### src/rtl/ysyx_24080006_icache.sv
// Direct-mapped instruction cache in front of the IFU, refilling over the AXI read channel.
// Define YSYX_ICACHE_EN to build the cache; without it every fetch is a single-beat bypass read.
package ysyx_24080006_icache_pkg;
    typedef struct packed {
        logic        arvalid;
        logic [31:0] araddr;
        logic [7:0]  arlen;
        logic [2:0]  arsize;
        logic [1:0]  arburst;
        logic        rready;
    } axi_r_m2s_t;

    typedef struct packed {
        logic        arready;
        logic        rvalid;
        logic [31:0] rdata;
        logic [1:0]  rresp;
        logic        rlast;
    } axi_r_s2m_t;
endpackage

module ysyx_24080006_icache
    import ysyx_24080006_icache_pkg::*;
#(
    parameter int unsigned SETS       = 16,
    parameter int unsigned LINE_WORDS = 4
) (
    input  logic        clock,
    input  logic        reset,
    input  logic        fencei,
    input  logic [31:0] fetch_addr,
    input  logic        ifu2icu_valid,
    output logic        icu2ifu_ready,
    output logic        icu2ifu_valid,
    output logic [31:0] ic_val,
    input  logic        ifu2icu_ready,
    output logic        icache_hit,
    output logic        icache_miss,
    output logic        icache_skip,
    output axi_r_m2s_t  ifu_r_m2s,
    input  axi_r_s2m_t  ifu_r_s2m
);
    typedef enum logic [2:0] {IC_IDLE, IC_LOOKUP, IC_AR, IC_R, IC_RESP} state_t;

    state_t      state_q, state_d;
    logic [31:0] addr_q, addr_d;
    logic        skip_q, skip_d;
    logic [31:0] ic_val_q, ic_val_d;
    logic [31:0] araddr_q, araddr_d;
    logic [7:0]  arlen_q, arlen_d;
    logic [2:0]  arsize_q;
    logic [1:0]  arburst_q;
    logic        arvalid_q, rready_q, ready_q, valid_q_o;
    logic        hit_q, miss_q, skipp_q;
    logic        hit_d, miss_d, skipp_d, valid_d;

    logic        lookup_skip_c, lookup_hit_c, beat_match_c;
    logic [31:0] lookup_word_c, line_addr_c;
    logic        unused_c;

`ifdef YSYX_ICACHE_EN
    localparam int unsigned OFS = $clog2(LINE_WORDS) + 2;
    localparam int unsigned IDX = $clog2(SETS);
    localparam int unsigned TAG = 32 - IDX - OFS;
    localparam int unsigned WW  = $clog2(LINE_WORDS);

    logic [SETS-1:0] valid_bits_q;
    logic [TAG-1:0]  tag_q  [SETS];
    logic [31:0]     data_q [SETS*LINE_WORDS];
    logic [WW-1:0]   beat_q;
    logic            err_q, fence_q;

    logic [IDX-1:0]  idx_c;
    logic [TAG-1:0]  tag_c;
    logic [WW-1:0]   wsel_c;
    logic            beat_fire_c;

    function automatic logic is_cacheable(input logic [31:0] a);
        return (a[31:24] == 8'h30) || (a[31:26] == 6'b101000);
    endfunction

    assign idx_c         = addr_q[OFS +: IDX];
    assign tag_c         = addr_q[31:OFS];
    assign wsel_c        = addr_q[OFS-1:2];
    assign lookup_skip_c = !is_cacheable(addr_q);
    assign lookup_hit_c  = valid_bits_q[idx_c] && (tag_q[idx_c] == tag_c);
    assign lookup_word_c = data_q[{idx_c, wsel_c}];
    assign line_addr_c   = addr_q & ~32'(LINE_WORDS * 4 - 1);
    assign beat_match_c  = (beat_q == wsel_c);
    assign beat_fire_c   = (state_q == IC_R) && ifu_r_s2m.rvalid && !skip_q;
    assign unused_c      = ^addr_q[1:0];

    // Valid bits and refill bookkeeping; a fencei anywhere in the refill keeps the line invalid.
    always_ff @(posedge clock or negedge reset) begin
        if (!reset) begin
            valid_bits_q <= '0;
            beat_q       <= '0;
            err_q        <= 1'b0;
            fence_q      <= 1'b0;
        end else begin
            if (state_q == IC_LOOKUP) begin
                beat_q  <= '0;
                err_q   <= 1'b0;
                fence_q <= 1'b0;
            end
            if ((state_q == IC_AR || state_q == IC_R) && fencei) fence_q <= 1'b1;
            if (beat_fire_c) begin
                beat_q <= beat_q + WW'(1);
                if (ifu_r_s2m.rresp != 2'b00) err_q <= 1'b1;
                if (ifu_r_s2m.rlast)
                    valid_bits_q[idx_c] <= !err_q && (ifu_r_s2m.rresp == 2'b00) && !fence_q && !fencei;
            end
            if (fencei) valid_bits_q <= '0;
        end
    end

    always_ff @(posedge clock) begin
        if (beat_fire_c) begin
            data_q[{idx_c, beat_q}] <= ifu_r_s2m.rdata;
            if (ifu_r_s2m.rlast) tag_q[idx_c] <= tag_c;
        end
    end
`else
    assign lookup_skip_c = 1'b1;
    assign lookup_hit_c  = 1'b0;
    assign lookup_word_c = '0;
    assign line_addr_c   = '0;
    assign beat_match_c  = 1'b1;
    assign unused_c      = ^{fencei, ifu_r_s2m.rresp, addr_q[1:0], 32'(SETS), 32'(LINE_WORDS)};
`endif

    always_ff @(posedge clock or negedge reset) begin
        if (!reset) state_q <= IC_IDLE;
        else        state_q <= state_d;
    end

    // Next state plus next values of the registered outputs.
    always_comb begin
        state_d  = state_q;
        addr_d   = addr_q;
        skip_d   = skip_q;
        ic_val_d = ic_val_q;
        araddr_d = araddr_q;
        arlen_d  = arlen_q;
        hit_d    = 1'b0;
        miss_d   = 1'b0;
        skipp_d  = 1'b0;
        valid_d  = 1'b0;
        case (state_q)
            IC_IDLE: begin
                if (ifu2icu_valid) begin
                    addr_d  = fetch_addr;
                    state_d = IC_LOOKUP;
                end
            end
            IC_LOOKUP: begin
                if (lookup_skip_c) begin
                    skip_d   = 1'b1;
                    araddr_d = {addr_q[31:2], 2'b00};
                    arlen_d  = 8'd0;
                    state_d  = IC_AR;
                end else if (lookup_hit_c) begin
                    ic_val_d = lookup_word_c;
                    hit_d    = 1'b1;
                    valid_d  = 1'b1;
                    state_d  = IC_IDLE;
                end else begin
                    skip_d   = 1'b0;
                    miss_d   = 1'b1;
                    araddr_d = line_addr_c;
                    arlen_d  = 8'(LINE_WORDS - 1);
                    state_d  = IC_AR;
                end
            end
            IC_AR: begin
                if (ifu_r_s2m.arready) state_d = IC_R;
            end
            IC_R: begin
                if (ifu_r_s2m.rvalid) begin
                    if (skip_q || beat_match_c) ic_val_d = ifu_r_s2m.rdata;
                    if (ifu_r_s2m.rlast) begin
                        skipp_d = skip_q;
                        state_d = IC_RESP;
                    end
                end
            end
            IC_RESP: begin
                if (ifu2icu_ready) state_d = IC_IDLE;
            end
            default: state_d = IC_IDLE;
        endcase
        if (state_d == IC_RESP) valid_d = 1'b1;
    end

    always_ff @(posedge clock or negedge reset) begin
        if (!reset) begin
            addr_q    <= '0;
            skip_q    <= 1'b0;
            ic_val_q  <= '0;
            araddr_q  <= '0;
            arlen_q   <= '0;
            arsize_q  <= '0;
            arburst_q <= '0;
            arvalid_q <= 1'b0;
            rready_q  <= 1'b0;
            ready_q   <= 1'b1;
            valid_q_o <= 1'b0;
            hit_q     <= 1'b0;
            miss_q    <= 1'b0;
            skipp_q   <= 1'b0;
        end else begin
            addr_q    <= addr_d;
            skip_q    <= skip_d;
            ic_val_q  <= ic_val_d;
            araddr_q  <= araddr_d;
            arlen_q   <= arlen_d;
            if (state_d == IC_AR) begin
                arsize_q  <= 3'b010;
                arburst_q <= 2'b01;
            end
            arvalid_q <= (state_d == IC_AR);
            rready_q  <= (state_d == IC_R);
            ready_q   <= (state_d == IC_IDLE);
            valid_q_o <= valid_d;
            hit_q     <= hit_d;
            miss_q    <= miss_d;
            skipp_q   <= skipp_d;
        end
    end

    assign icu2ifu_ready     = ready_q;
    assign icu2ifu_valid     = valid_q_o;
    assign ic_val            = ic_val_q;
    assign icache_hit        = hit_q;
    assign icache_miss       = miss_q;
    assign icache_skip       = skipp_q;
    assign ifu_r_m2s.arvalid = arvalid_q;
    assign ifu_r_m2s.araddr  = araddr_q;
    assign ifu_r_m2s.arlen   = arlen_q;
    assign ifu_r_m2s.arsize  = arsize_q;
    assign ifu_r_m2s.arburst = arburst_q;
    assign ifu_r_m2s.rready  = rready_q;
endmodule
### config.mk
export PLATFORM = sky130hd
export DESIGN_NAME = ysyx_24080006_icache
export DESIGN_NICKNAME = d
export VERILOG_FILES = /design/src/rtl/ysyx_24080006_icache.sv
export SDC_FILE = /design/constraint.sdc
export NUM_CORES = 1
export LEC_CHECK = 0
export CAP_MARGIN = 20
export CORE_MARGIN = 8
export CORE_UTILIZATION = 55
export CTS_CLUSTER_SIZE = 25
export DETAILED_ROUTE_END_ITERATION = 12
export DONT_BUFFER_PORTS = 1
export PLACE_DENSITY = 0.74
export SYNTH_ARGS = -nofsm -noshare
export SYNTH_HDL_FRONTEND = slang
export SYNTH_SLANG_ARGS = --single-unit
### constraint.sdc
create_clock -name clock -period 1.55 [get_ports clock]
set_input_delay 0.155 -clock clock [delete_from_list [all_inputs] [get_ports clock]]
set_output_delay 0.155 -clock clock [all_outputs]
set_load 0.005 [all_outputs]
==> key figures <==
Finish
  – Final instance area: 0.005136 mm2
  – Final Util: 70.81%
  – Final #Nets: 398
  – Layout area overhead: 25.04%
  – Number of diodes: 0
  – Share of cells above drive strength 1: 32.22%

Critical path
  – Critical Path Start Type: flop
  – Slowest stage delay, CP: 0.45 ns
  – CP bufs+invs: 2
  – CP max-delay cell: dfrtp_2
  – CP top delay family: flip-flops
  – CP Capture Type: flop
  – Critical Path AT: 1.77 ns
  – Critical Path RT: 1.79 ns
  – Crit Path Max Fanout: 11
  – CP Class: flop to flop
  – CP Cell Sequence: nor4b_4 -> buf_4 -> buf_8 -> mux2_2

Timing
  – Minimum clock period: 1.529 ns
  – RSZ-0062 raised after global routing: yes
  – Setup Viol. Count Final: 0
  – Final Cycle Share: 98.64%
  – Fmax: 654.1 MHz
  – Max-slew violation count: 0
  – Final Hold Slack: -0.5171 ns
  – Clock skew: 0.01022 ns
  – Final Hold Vio Count: 102

Place
  – GPL Wtd Cong: 0.7828
  – Post-DP HPWL: 5.826 mm
  – Placed inst area: 0.004161 mm2
  – Number of port buffers: 0

Logic synthesis
  – Sequential fraction of the synthesis area: 62.17%
  – Syn avg cell area: 16.70 um2
  – Ys Warns: 0
  – Yosys cell types: 25
  – Largest area contributor in the netlist: dfrtp_1
  – Synth top area share: 61.53%
  – Post-Synthesis Cells: 246
  – Top-count cell post-synth: dfrtp_1
  – Area contributors post-synth: dfrtp_1 62%, mux2_4 10%, mux2_1 8.8%, mux2_2 8.8%, buf_4 3.8%
  – Ys flop type: dfrtp_1
  – Synthesis-stage register bit count: 102
  – Asr flop ratio synth: 100.0%
  – Post-synthesis cell area: 0.004108 mm2
  – Post-synth EDFFs: 0
  – Commonest cells post-synth: 101 x dfrtp_1, 32 x mux2_1, 32 x mux2_2

Floorplan
  – Chip Width: 102.4 um
  – IO Count: 158
  – Die Height: 102.4 um
  – Core area: 0.007253 mm2
  – Die area: 0.01049 mm2
  – Starting Density: 56.63%
  – Row Count: 31

Drt
  – Routed WL per cell: 20.75 um
  – Initial drt markers: 42
  – Via count: 2218
  – Vias per cell: 5.182
  – Final Routed Wirelength: 8.880 mm
  – Routed Antenna Nets: 0
  – DR DRC count: 0
  – Pre-antenna DRT Iters: 4

Clocking
  – CTS root buf: clkbuf_8
  – Post-CTS Hold Fix Bufs: 65
  – Clock Sinks: 102
  – CTS tree: done
  – Worst-skew pair later-pin latency: 0.35 ns
  – Clk buf depth: 2
  – Htree depth: 3
  – Clk slew on worst S/H paths: 0.10 ns
  – Total CTS buffers: 9

Global route
  – Total GRT Usage: 16.73%
  – GRT overflow: 0
  – Antenna violations before repair: 0
  – Vias in the first global route: 2465
  – First-pass GRT wire length: 13.39 mm
  – Largest net degree at the start of global routing: 103

Power
  – VDD IR max: 0.0009130 V
  – Pleak: 2.280 nW
  – Pwr per Cell Area: 1864 mW/mm2

Run status
  – Status: finished, violations left
  – Failing checks: hold timing

Job
  – Max-cap violations: 0

Hold path
  – Class of the worst hold path: input pin to async pin
[metal layers]
layer	vias to the layer above	global-route usage [%]	wire [um]
li1	976	-	-
met1	1132	19.71	3478
met2	101	27.92	4453
met3	9	5.654	864
met4	0	5.756	83
met5	-	0	0
[cell families after synthesis]
kind of cell | Yosys count | share of synthesized area [%]
flip-flops | 102 | 62.17
multiplexers | 92 | 27.78
buffers and inverters | 29 | 6.031
AND/OR/NAND/NOR | 19 | 3.381
AO/OA/AOI/OAI | 3 | 0.5482
other | 1 | 0.09129
[where the power goes]
group / total, W / internal (W) / switching, W
clock: 0.00193 / 0.00105 / 0.000879
combinational: 0.00265 / 0.00179 / 0.000867
sequential: 0.00499 / 0.00398 / 0.00101
total: 0.00957 / 0.00682 / 0.00275
[layout make-up]
| type | instances | area (um2) |
|---|---|---|
| clock buffers | 12 | 165.2 |
| repair buffers | 82 | 839.6 |
| multi-input cells | 129 | 1374 |
| fillers | 502 | 2117 |
| well taps | 99 | 123.9 |
| clock inverters | 4 | 76.32 |
| flip-flops and latches | 102 | 2557 |
[cell usage in the layout, fill, tap and decap left out, drive strengths merged, types with 2 or more instances in the layout]
cell type    netlist  layout
mux2              92      92
bufinv             0       2
or2                3       3
dlygate4sd3        0      65
clkbuf             0      13
dfrtp            101     101
a31o               2       2
conb               1      15
buf               29      16
nor4b              2       2
nor2               4       4
[sequential cells by signal, summed over array words and instances (netlist names), 3 cells and up]
name      flops
state_q       3
ic_val       32
araddr_q     30
addr_q       30
[per-stage QoR]
stage	setup slack (ns)	TNS, ns	hold WS, ns	total power, W	cells
after floorplan	0.01412	0	-0.1406	0.006816	260
after detailed placement	-0.03205	-0.3394	-0.1369	0.007464	343
after global routing	-0.02056	-0.02056	-0.5327	0.01010	428
after global placement	0.003048	0	-0.1379	0.007263	343
after CTS	-0.02686	-0.2878	-0.5306	0.009518	424
final	0.02113	0	-0.5171	0.009573	428
[timing repair]
item / in CTS / in global routing
endpoints found under the setup margin: 16 / 49
buffers inserted: 0 / 2
endpoints found under the hold margin: 168 / 102
pin swaps: 0 / 0
resized for setup: 2 / 11
cloned: 0 / 2
[final timing paths]
check,startpoint,end,slack (ns),depth (start not counted)
worst max-delay path,state_q[1],addr_q[12],0.02,4
worst min-delay path,reset,ic_val[24],-0.52,0
worst max register to register,state_q[1],addr_q[12],0.02,4
worst min register to register,skip_q,skip_q,0.47,1
max in group asynchronous,reset,icu2ifu_ready,1.81,0
min in group clock,ifu_r_s2m[36],arvalid_q,0.02,2
Note: power is estimated with default switching activity, not from simulation.
